File: src/rtl/mdu_seq.sv
// Iterative MULT/MULTU/DIV/DIVU unit: one shift-add or restoring-divide step per
// cycle, sign-corrected HI/LO result presented for one cycle on DONE.
module mdu_seq #(
    parameter int WIDTH = 32
) (
    input  logic             clk,
    input  logic             rst,
    input  logic             start,
    input  logic [1:0]       op,
    input  logic [WIDTH-1:0] a,
    input  logic [WIDTH-1:0] b,
    input  logic             flush,
    output logic             stall,
    output logic             busy,
    output logic             done,
    output logic [WIDTH-1:0] hi,
    output logic [WIDTH-1:0] lo,
    output logic [1:0]       dbg_state
);
    localparam int CW = (WIDTH > 1) ? $clog2(WIDTH) : 1;

    typedef enum logic [1:0] {S_IDLE = 2'd0, S_CALC = 2'd1, S_DONE = 2'd2} state_t;

    state_t             r_state;
    state_t             w_next;
    logic [CW-1:0]      r_cnt;
    logic               r_is_div;
    logic               r_neg_q;
    logic               r_neg_r;
    logic [WIDTH-1:0]   r_b;
    logic [2*WIDTH-1:0] r_acc;
    logic [WIDTH-1:0]   r_hi;
    logic [WIDTH-1:0]   r_lo;

    logic               w_accept;
    logic               w_div0;
    logic               w_last;
    logic               w_a_neg;
    logic               w_b_neg;
    logic [WIDTH-1:0]   w_abs_a;
    logic [WIDTH-1:0]   w_abs_b;
    logic [WIDTH:0]     w_sum;
    logic [2*WIDTH-1:0] w_mul_next;
    logic [WIDTH:0]     w_rem_sh;
    logic [WIDTH:0]     w_trial;
    logic [2*WIDTH-1:0] w_div_next;
    logic [2*WIDTH-1:0] w_step;
    logic [2*WIDTH-1:0] w_prod;
    logic [WIDTH-1:0]   w_quot;
    logic [WIDTH-1:0]   w_rem;
    logic [WIDTH-1:0]   w_res_hi;
    logic [WIDTH-1:0]   w_res_lo;

    assign w_accept = start & ~flush;
    assign w_div0   = op[1] & (b == '0);
    assign w_last   = (r_cnt == CW'(WIDTH - 1));

    // op[0] == 0 selects the signed variants
    assign w_a_neg  = ~op[0] & a[WIDTH-1];
    assign w_b_neg  = ~op[0] & b[WIDTH-1];
    assign w_abs_a  = w_a_neg ? -a : a;
    assign w_abs_b  = w_b_neg ? -b : b;

    // Multiply: acc = {partial product, remaining multiplier bits}
    assign w_sum      = {1'b0, r_acc[2*WIDTH-1:WIDTH]} + {1'b0, (r_acc[0] ? r_b : {WIDTH{1'b0}})};
    assign w_mul_next = {w_sum, r_acc[WIDTH-1:1]};

    // Divide: acc = {remainder, dividend/quotient}; remainder needs one extra bit after the shift
    assign w_rem_sh   = r_acc[2*WIDTH-1:WIDTH-1];
    assign w_trial    = w_rem_sh - {1'b0, r_b};
    assign w_div_next = w_trial[WIDTH] ? {w_rem_sh[WIDTH-1:0], r_acc[WIDTH-2:0], 1'b0}
                                       : {w_trial[WIDTH-1:0],  r_acc[WIDTH-2:0], 1'b1};

    assign w_step   = r_is_div ? w_div_next : w_mul_next;
    assign w_prod   = r_neg_q ? -w_step : w_step;
    assign w_quot   = w_step[WIDTH-1:0];
    assign w_rem    = w_step[2*WIDTH-1:WIDTH];
    assign w_res_lo = r_is_div ? (r_neg_q ? -w_quot : w_quot) : w_prod[WIDTH-1:0];
    assign w_res_hi = r_is_div ? (r_neg_r ? -w_rem : w_rem) : w_prod[2*WIDTH-1:WIDTH];

    always_ff @(posedge clk or negedge rst) begin
        if (!rst) begin
            r_state <= S_IDLE;
        end else begin
            r_state <= w_next;
        end
    end

    always_comb begin
        w_next = r_state;
        case (r_state)
            S_IDLE: begin
                if (w_accept) begin
                    w_next = w_div0 ? S_DONE : S_CALC;
                end
            end
            S_CALC: begin
                if (flush) begin
                    w_next = S_IDLE;
                end else if (w_last) begin
                    w_next = S_DONE;
                end
            end
            S_DONE:  w_next = S_IDLE;
            default: w_next = S_IDLE;
        endcase
    end

    always_ff @(posedge clk or negedge rst) begin
        if (!rst) begin
            r_cnt    <= '0;
            r_is_div <= 1'b0;
            r_neg_q  <= 1'b0;
            r_neg_r  <= 1'b0;
            r_b      <= '0;
            r_acc    <= '0;
            r_hi     <= '0;
            r_lo     <= '0;
        end else begin
            case (r_state)
                S_IDLE: begin
                    if (w_accept && w_div0) begin
                        r_hi <= a;
                        r_lo <= '1;
                    end else if (w_accept) begin
                        r_is_div <= op[1];
                        r_neg_q  <= w_a_neg ^ w_b_neg;
                        r_neg_r  <= w_a_neg;
                        r_cnt    <= '0;
                        r_acc    <= {{WIDTH{1'b0}}, (op[1] ? w_abs_a : w_abs_b)};
                        r_b      <= op[1] ? w_abs_b : w_abs_a;
                    end
                end
                S_CALC: begin
                    if (!flush) begin
                        r_acc <= w_step;
                        r_cnt <= r_cnt + CW'(1);
                        if (w_last) begin
                            r_hi <= w_res_hi;
                            r_lo <= w_res_lo;
                        end
                    end
                end
                default: begin
                end
            endcase
        end
    end

    // rst gates the combinational issue term so stall drops at once on reset
    assign stall     = ((r_state == S_IDLE) & w_accept & rst) | (r_state == S_CALC);
    assign busy      = (r_state == S_CALC);
    assign done      = (r_state == S_DONE);
    assign hi        = r_hi;
    assign lo        = r_lo;
    assign dbg_state = r_state;

endmodule
File: config.mk
export PLATFORM = sky130hd
export DESIGN_NAME = mdu_seq
export DESIGN_NICKNAME = d
export VERILOG_FILES = /design/src/rtl/mdu_seq.sv
export SDC_FILE = /design/constraint.sdc
export NUM_CORES = 1
export LEC_CHECK = 0
export CORE_UTILIZATION = 49
export DETAILED_ROUTE_END_ITERATION = 10
export HOLD_SLACK_MARGIN = 0.02
export PLACE_DENSITY_LB_ADDON = 0.15
export SLEW_MARGIN = 20
export SYNTH_ARGS = -nofsm -noshare
export SYNTH_HDL_FRONTEND = slang
export SYNTH_SLANG_ARGS = --single-unit
File: constraint.sdc
create_clock -name clk -period 8.5 [get_ports clk]
set_input_delay 0.85 -clock clk [delete_from_list [all_inputs] [get_ports clk]]
set_output_delay 0.85 -clock clk [all_outputs]
set_load 0.1 [all_outputs]
# Yosys cells after proc, flatten, opt, wreduce, memory -nomap -nowiden

Cells that the tools add are included.

Bits in registers: 170

Equality and inequality tests: 9
Mux-type cells: 33
Bitwise logic cells: 11
Reduce and logical (&&, ||, !) cells: 8
$add $sub $neg: 8

Operator list:

| cell                  | number |
|---|---|
| $mux W32              | 15 |
| $mux W64              | 6 |
| $neg A32 Y32          | 4 |
| $pmux W32 S2          | 2 |
| $pmux W64 S2          | 1 |
| $neg A64 Y64          | 1 |
| $add A32 B32 Y33      | 1 |
| $sub A33 B32 Y33      | 1 |
| $logic_not A32 Y1     | 1 |
| $mux W5               | 3 |
| $pmux W5 S2           | 1 |
| $mux W2               | 4 |
| $ne A2 B2 Y1 const B  | 4 |
| $reduce_and A4 Y1     | 2 |
| $and A1 B1 Y1         | 6 |
| $add A5 B1 Y5 const B | 1 |
| $eq A5 B5 Y1 const B  | 1 |
| $pmux W2 S2           | 1 |
| $ne A3 B2 Y1 const B  | 1 |
| $not A1 Y1            | 3 |
| $reduce_and A3 Y1     | 1 |
| $eq A2 B1 Y1 const B  | 1 |
| $eq A2 B2 Y1 const B  | 1 |
| $logic_not A2 Y1      | 1 |
| 6 further kinds       | 6 |

# Logic depth before layout (Yosys ltp)

Gate-level depths: netlist (run 1).

Depth after elaboration: 9
Mapped depth: 26

# Worst setup path after synthesis (run 1)

No wires, ideal clock.

Kind: flip-flop to flip-flop
Start point: register r_acc[48]
End point: register r_hi[22] (netlist: hi[22])
Required time: 8372 ps
Library setup time: 128 ps
Arrival: 5566 ps
Cell stages (with the launch flop): 25
Slack: 2806 ps
Cell sequence: dfrtp_1 -> ha_1 -> a21oi_1 -> o21ai_1 -> a22o_1 -> or3_1 -> buf_2 -> or3_1 -> buf_6 -> nand2_1 -> clkbuf_1 -> clkbuf_1 -> nor2_1 -> a21oi_1 -> nand2_1 -> o21ai_0 -> ha_1 -> inv_1 -> or4_4 -> nor4_4 -> nand4_1 -> or4b_1 -> a21oi_2 -> mux2i_1 -> nand3_1

Cells in the longest elaborated chain, start to end: 9

RTL lines:

| item                                         | line   | RTL |
|---|---|---|
| from (decl)                                  | 31     | `logic [2*WIDTH-1:0] r_acc;` |
| from (signal assigned)                       | 130    | `r_acc <= {{WIDTH{1'b0}}, (op[1] ? w_abs_a : w_abs_b)};` |
| from (signal assigned)                       | 136    | `r_acc <= w_step;` |
| $sub A33 B32 Y33                             | 70     | `assign w_trial = w_rem_sh - {1'b0, r_b};` |
| $mux W64                                     | 71     | `assign w_div_next = w_trial[WIDTH] ? {w_rem_sh[WIDTH-1:0], r_acc[WIDTH-2:0], 1'b0}` |
| $mux W64 *                                   | 74     | `assign w_step = r_is_div ? w_div_next : w_mul_next;` |
| $neg A64 Y64 or $neg A32 Y32 (tied branches) | 75, 79 |  |
| $mux W64 or $mux W32 (tied branches)         | 75, 79 |  |
| $mux W32 *                                   | 79     | `assign w_res_hi = r_is_div ? (r_neg_r ? -w_rem : w_rem) : w_prod[2*WIDTH-1:WIDTH];` |
| $mux W32 *                                   | 138    | `if (w_last) begin` |
| $mux W32 *                                   | 135    | `if (!flush) begin` |
| $pmux W32 S2 *                               | 120    | `case (r_state)` |
| to (signal assigned)                         | 139    | `r_hi <= w_res_hi;` |
| to (decl)                                    | 32     | `logic [WIDTH-1:0] r_hi;` |

Every way passes the cells marked *; elsewhere a longest branch is shown, timed or not. The select of a mux whose other input is x is not followed.
A chain may end at the register's enable or synchronous reset.

# Worst setup path in the final report (run 1)

Start point: register r_acc[48]
End point: register r_hi[20] (netlist: hi[20])

Same word-level chain as after synthesis.

==> metrics.txt, run 1 <==
commonest non-fill, non-tap cells in the layout=nand2_1, nor2_1, a21oi_1, o21ai_0, dfrtp_1; RSZ-0062 raised after global routing=false; Startpoint Class=flop; largest net degree at the start of global routing=140; crit path DAT=approximately 7400 ps; share of layout cells above drive strength 1=under 10%; IO Pins=about 140; GP Congestion=between 1 and 1.5; hold crit path type=input pin to asynchronous set/reset pin; Final Cell Area=between 15000 and 20000 um2; top sig layer=met5; Initial Util=49.9%; critical path, cell by cell=ha_1, a21oi_1, o21ai_1, a22o_1, or3_1, o31ai_1, nor2_1, a21oi_1, ha_1, o21ai_0, inv_1, nand4_1, or3_1, or4_1, nor3_1, nor2_1, o41ai_2, xor2_1, a21oi_1, a211o_1; run status=complete, no violations; commonest non-fill, non-tap cell in the layout=nand2_1; Layout Skew=just over 10 ps; post-CTS sizing=0; CTS Buffer Depth=2; Synth Flop Type=dfrtp_1; Post-DP Area=around 17000 um2; Cells after Synth=2091; Worst VDD drop=between 200 and 300 uV; post-route setup TNS=0 ps; fin nets=between 2000 and 2500; TritonCTS Sinks=170; Overflow after GRT=0; full die area=about 33000 um2; Worst path slowest cell=nor3_1; Port Buffer Count=around 140; Metal-1 WL=26.6 mm; register bit total from synthesis=170; vias in the first global route=approximately 16000; first-pass GRT wire length=about 94 mm; GRT Total Usage=about 38%; Post-synth EDFFs=0; Final Max Slew Viols=0; initial antenna violation count=2; Critical path origin=r_acc[48]$_DFFE_PN0P_; final hold vios=0; Sw Ratio=slightly below 60%; Final Cycle Share=~83%; initial DRC count=roughly 1700; n_diodes=0; peak per-stage delay on the critical path=approximately 670 ps; Worst-Skew Late Latency=between 400 and 500 ps; crit path buf inv count=1; Root Buffer=clkbuf_16; sequential element share of the synthesized area=a little over a quarter; cts bufs inserted=17; worst r2r src=r_acc[48]$_DFFE_PN0P_; Period minus WS final=7040 ps; net count after synthesis=around 2200; clock share of power=under 10%; CP most frequent cell=a21oi_1; P_leak=7.32 nW; # DRC=0; Distinct cells, synth=91; core area=approximately 32000 um2; Cell Int Power=around 3.3 mW; Reg power frac=~18%; fmax=142 MHz; Slew @ Worst Pin=about 1100 ps; Crit Path Class=flop to flop; number of filler cells placed in the layout=2998; critical path depth=20; cell family with most CP delay=simple AND/OR/NAND/NOR gates; switching pwr=4.70 mW; YS warnings=0; Worst slew margin=between 20% and 30%; footprint of the multi-input gates=~11000 um2; Final Setup Violations=0; Die W=between 150 and 200 um; cell row count=between 60 and 70; Detailed Routing Iterations Pass 1=5; hold_buf cts=0; met3 WL=roughly 5.8 mm; hpwl dp=47.4 mm; Post-CTS Setup Inserts=0; Area growth, synth to finish=14.0%; Worst-path clk slew=~70 ps; reg2reg path depth=20; Vias/cell=6.49; Power Density=445 nW/um2; Post-synth ARST share=100%; Seq. cell area=4260 um2; total wire length=approximately 62 mm; largest fanout on the critical path=8; Mapped Avg Cell Area=between 7 and 8 um2; via count=roughly 17000; Die Y=~180 um; CTS tree=done; Netlist Area Pre-Place=15800 um2; DR WL met2=between 20 and 30 mm; # Max-Cap Violations=0; Critical Path RT=between 8000 and 9000 ps; Max H-tree Level=4; Setup crit end kind=flop; drt wl/cell=~24 um; combinational group share of total power=approximately 72%; ANT nets after route=0
-- state kept, by name, summed over array words and instances, names as in the netlist --
name and flops:
lo 32, dbg_state 2, r_b 32, r_cnt 5, r_neg_q 1, r_acc 64
hi 32, r_is_div 1, r_neg_r 1
-- final cells by class --
| cell class | instances | area share (%) |
|---|---|---|
| tap | 402 | 2.80 |
| sequential | 170 | 23.7 |
| multi-input combinational | 1732 | 60.0 |
| timing repair buffer | 170 | 9.08 |
| clock buffer | 19 | 2.47 |
| inverter | 62 | 1.30 |
| clock inverter | 13 | 0.662 |
-- through the flow --
stage | hold WS, ps | worst slack [ps] | utilization (%) | cells | power [mW]
floorplan | 463 | 2810 | - | 2091 | 5.44
global placement | 471 | 1740 | 55.1 | 2536 | 7.02
detailed placement | 469 | 1620 | 55.1 | 2536 | 7.05
CTS | 298 | 1580 | 56.9 | 2568 | 7.87
global route | 307 | 1090 | 56.9 | 2568 | 8.42
finish | 297 | 1460 | 56.9 | 2568 | 7.99
-- path summary, 6_finish.rpt --
check,end,slack (ps)
worst max-delay path,hi[20]$_DFFE_PN0P_,1460
worst min-delay path,r_acc[55]$_DFFE_PN0P_,300
worst max register to register,hi[20]$_DFFE_PN0P_,1460
worst min register to register,hi[9]$_DFFE_PN0P_,490
max in group asynchronous,r_is_div$_DFFE_PN0P_,7020
min in group clk,hi[9]$_DFFE_PN0P_,490
-- synthesized netlist by cell type, types with 10 or more instances --
master	number	area, um2
ha_1	70	876
clkbuf_1	107	402
nor2b_1	19	119
a22oi_1	12	90.1
buf_1	10	37.5
nor3_1	54	270
xor2_1	60	526
nor4_1	10	62.6
mux2i_1	41	410
nand2_1	270	1010
nand2b_1	16	100
nand3_1	56	280
a211oi_1	10	75.1
nor2_1	208	781
a31oi_1	22	138
a211o_1	10	87.6
inv_1	61	229
o31ai_1	21	158
nand4_1	24	150
xnor2_1	98	858
o221ai_1	26	228
a21o_1	22	165
and3_1	19	119
a21oi_1	193	966
and2_1	41	257
or4_1	12	90.1
o21ai_0	189	946
o211ai_1	27	203
a221oi_1	10	87.6
or3_1	20	125
o21a_1	14	105
dfrtp_1	170	4250
-- cells by family (layout without fill, tap and decap cells) --
family	Yosys count	in the layout	share of synthesized area [%]
AO/OA/AOI/OAI	665	665	26.9
XOR/XNOR	158	158	8.78
adder cells (fa/ha/maj)	72	72	5.81
buffers and inverters	189	264	4.72
flip-flops	170	170	27.0
multiplexers	49	49	3.18
AND/OR/NAND/NOR	788	788	23.6
-- layer usage --
| metal | vias to the layer above | track usage (%) |
|---|---|---|
| li1 | 7685 | - |
| met4 | 2 | 16.7 |
| met1 | 7949 | 51.7 |
| met5 | - | 0 |
| met3 | 155 | 7.06 |
| met2 | 871 | 58.3 |
-- power by group through the flow --
| stage | combinational [mW] | sequential, mW | clock, mW |
|---|---|---|---|
| final | 5.73 | 1.47 | 0.791 |
| after floorplan | 3.11 | 2.33 | 0 |
| after global placement | 5.57 | 1.45 | 0 |
| after global routing | 6.10 | 1.50 | 0.826 |
| after CTS | 5.62 | 1.45 | 0.799 |
| after detailed placement | 5.59 | 1.46 | 0 |
Note: power is estimated with default switching activity, not from simulation.
==> inputs of run 2 (changes only) <==
clock period = 6.54 ns   (was 8.5 ns; I/O delays follow)
==> metrics.txt, run 2 (synthesis gave the netlist of run 1 again) <==
Post-DP Area=17500 um2 (+0.89%); crit path DAT=6530 ps (-850 ps); hold crit path type=input pin to asynchronous set/reset pin; Final Setup Violations=0 (unchanged); Area growth, synth to finish=15.2%; Worst slew margin=20.9% (-6.0 points); Die Y=181 um (unchanged); GP Congestion=1.01 (about the same); CTS Buffer Depth=2 (unchanged); TritonCTS Sinks=170 (unchanged); hpwl dp=48.9 mm (+3.3%); hold_buf cts=0 (unchanged); Detailed Routing Iterations Pass 1=9 (+4); drt wl/cell=24.8 um (+1.8%); # Max-Cap Violations=0 (unchanged); Final Cycle Share=94.5% (+12 points); # DRC=0 (unchanged); Initial Util=49.9% (unchanged); fmax=162 MHz (+14%); r2r endpoint=hi[20]$_DFFE_PN0P_; cell family with most CP delay=simple AND/OR/NAND/NOR gates; ANT nets after route=0 (unchanged); initial antenna violation count=3 (+1); cts bufs inserted=17 (unchanged); initial DRC count=1870 (+11%); largest fanout on the critical path=9 (+1); Port Buffer Count=138 (unchanged); Setup crit end kind=flop; GRT Total Usage=39.1% (+1.2 points); Final Cell Area=18100 um2 (+1.0%); pre-CTS setup slack=378 ps (-1240 ps); first-pass GRT wire length=97.6 mm (+3.4%); P_leak=7.42 nW (+1.3%); Layout Skew=13.5 ps (+3.18 ps); fin nets=2314 (+0.83%); crit path buf inv count=1 (unchanged); Overflow after GRT=0 (unchanged); Final Max Slew Viols=0 (unchanged); max reg flops=64 (unchanged); Worst path slowest cell=or4_1; peak per-stage delay on the critical path=590 ps (-80 ps); Seq. cell area=4260 um2 (about the same); Crit Path Class=flop to flop; Worst-Skew Late Latency=470 ps (+20 ps); worst r2r src=r_acc[56]$_DFFE_PN0P_; CTS tree=done; vias in the first global route=15800 (+1.3%); Largest Register=r_acc; reg2reg path depth=20 (unchanged); Vias/cell=6.54 (+0.73%); RSZ-0062 raised after global routing=false; core area=31600 um2 (unchanged); Period minus WS final=6180 ps (-861 ps); cell row count=65 (unchanged); overall power=10.7 mW (+33%); Slew @ Worst Pin=1190 ps (+99.6 ps); footprint of the multi-input gates=10800 um2 (about the same); reg2reg setup slack=360 ps (-1100 ps); final hold vios=0 (unchanged); post-route setup TNS=0 ps (unchanged); Worst-path clk slew=80 ps (about the same); critical path, cell by cell=ha_1, nand4_2, or4_1, nor3_2, a21bo_1, a21boi_1, nor2_1, a21oi_1, ha_1, o21ai_0, inv_1, nand4_1, or3_1, or4_1, nor3_1, nor2_1, o41ai_2, xor2_1, a21oi_1, a211o_1; Worst VDD drop=378 uV (+33%); share of layout cells above drive strength 1=6.54% (+0.91 points); fin worst setup slack=360 ps (-1100 ps); Post-CTS Setup Inserts=0 (unchanged); Critical Path RT=6890 ps (-1950 ps); commonest non-fill, non-tap cell in the layout=nand2_1; Die W=181 um (unchanged); IO Pins=139 (unchanged); Root Buffer=clkbuf_16; run status=complete, no violations; via count=16900 (+1.6%); number of filler cells placed in the layout=3042 (+1.5%); Power Density=587 nW/um2 (+32%); full die area=32900 um2 (unchanged); total wire length=64.1 mm (+2.6%); Max H-tree Level=4 (unchanged); post-CTS sizing=0 (unchanged); largest net degree at the start of global routing=129 (-7.9%); Startpoint Class=flop; commonest non-fill, non-tap cells in the layout=nand2_1, nor2_1, a21oi_1, o21ai_0, dfrtp_1
[run 2: cell count changes in the layout (fill, tap and decap cells not counted), moves of 2 or more]
cell and change:
clkinv_8 +4, buf_4 +18, diode_2 +2, inv_6 -3
[run 2: how the worst max path moves through the flow]
stage                          startpoint                 end  slack, ps  cells after the start
floorplan           r_acc[48]$_DFFE_PN0P_  hi[22]$_DFFE_PN0P_        850                     24
global placement    r_acc[48]$_DFFE_PN0P_  hi[20]$_DFFE_PN0P_        580                     20
detailed placement  r_acc[48]$_DFFE_PN0P_  hi[20]$_DFFE_PN0P_        380                     20
CTS                 r_acc[48]$_DFFE_PN0P_  hi[20]$_DFFE_PN0P_        340                     20
global route          r_b[25]$_DFFE_PN0P_  hi[20]$_DFFE_PN0P_         40                     21
finish              r_acc[56]$_DFFE_PN0P_  hi[20]$_DFFE_PN0P_        360                     20
[run 2: power breakdown]
| group | switching [mW] | internal (mW) | leakage [nW] |
|---|---|---|---|
| clock network | 0.527 | 0.509 | 0.281 |
| logic | 5.27 | 2.43 | 5.05 |
| registers | 0.475 | 1.45 | 2.08 |
[run 2: cell type report]
| cell class | count | share of cell area [%] |
|---|---|---|
| Sequential cell | 170 | 23.5 |
| Clock inverter | 15 | 0.876 |
| Inverter | 62 | 1.28 |
| Multi-Input combinational cell | 1732 | 59.4 |
| Timing Repair Buffer | 189 | 9.84 |
| Clock buffer | 17 | 2.34 |
| Tap cell | 402 | 2.77 |
| Antenna cell | 2 | 0.0276 |
[run 2: layer usage]
metal	track usage, %	wire [um]	up-vias
li1	-	-	7711
met1	53.3	27100	8148
met2	62.4	29000	923
met3	5.56	5480	139
met4	15.2	2580	0
met5	0	0	-
[run 2: worst register-to-register path, cell delays in order (launching register included)]
cell and delay [ps]:
dfrtp_1 420, ha_1 450, nand4_2 200, or4_1 590, nor3_2 240, a21bo_1 240, a21boi_1 200, nor2_1 90
a21oi_1 180, ha_1 200, o21ai_0 140, inv_1 170, nand4_1 200, or3_1 490, or4_1 550, nor3_1 440
nor2_1 290, o41ai_2 360, xor2_1 220, a21oi_1 90, a211o_1 290
[run 2: metrics by stage]
step                      utilization (%)  hold slack (ps)  instances
final                                57.5              113       2589
after floorplan                         -              358       2091
after global placement               55.6              468       2555
after global routing                 57.5              149       2588
after CTS                            57.5              134       2587
after detailed placement             55.6              478       2555
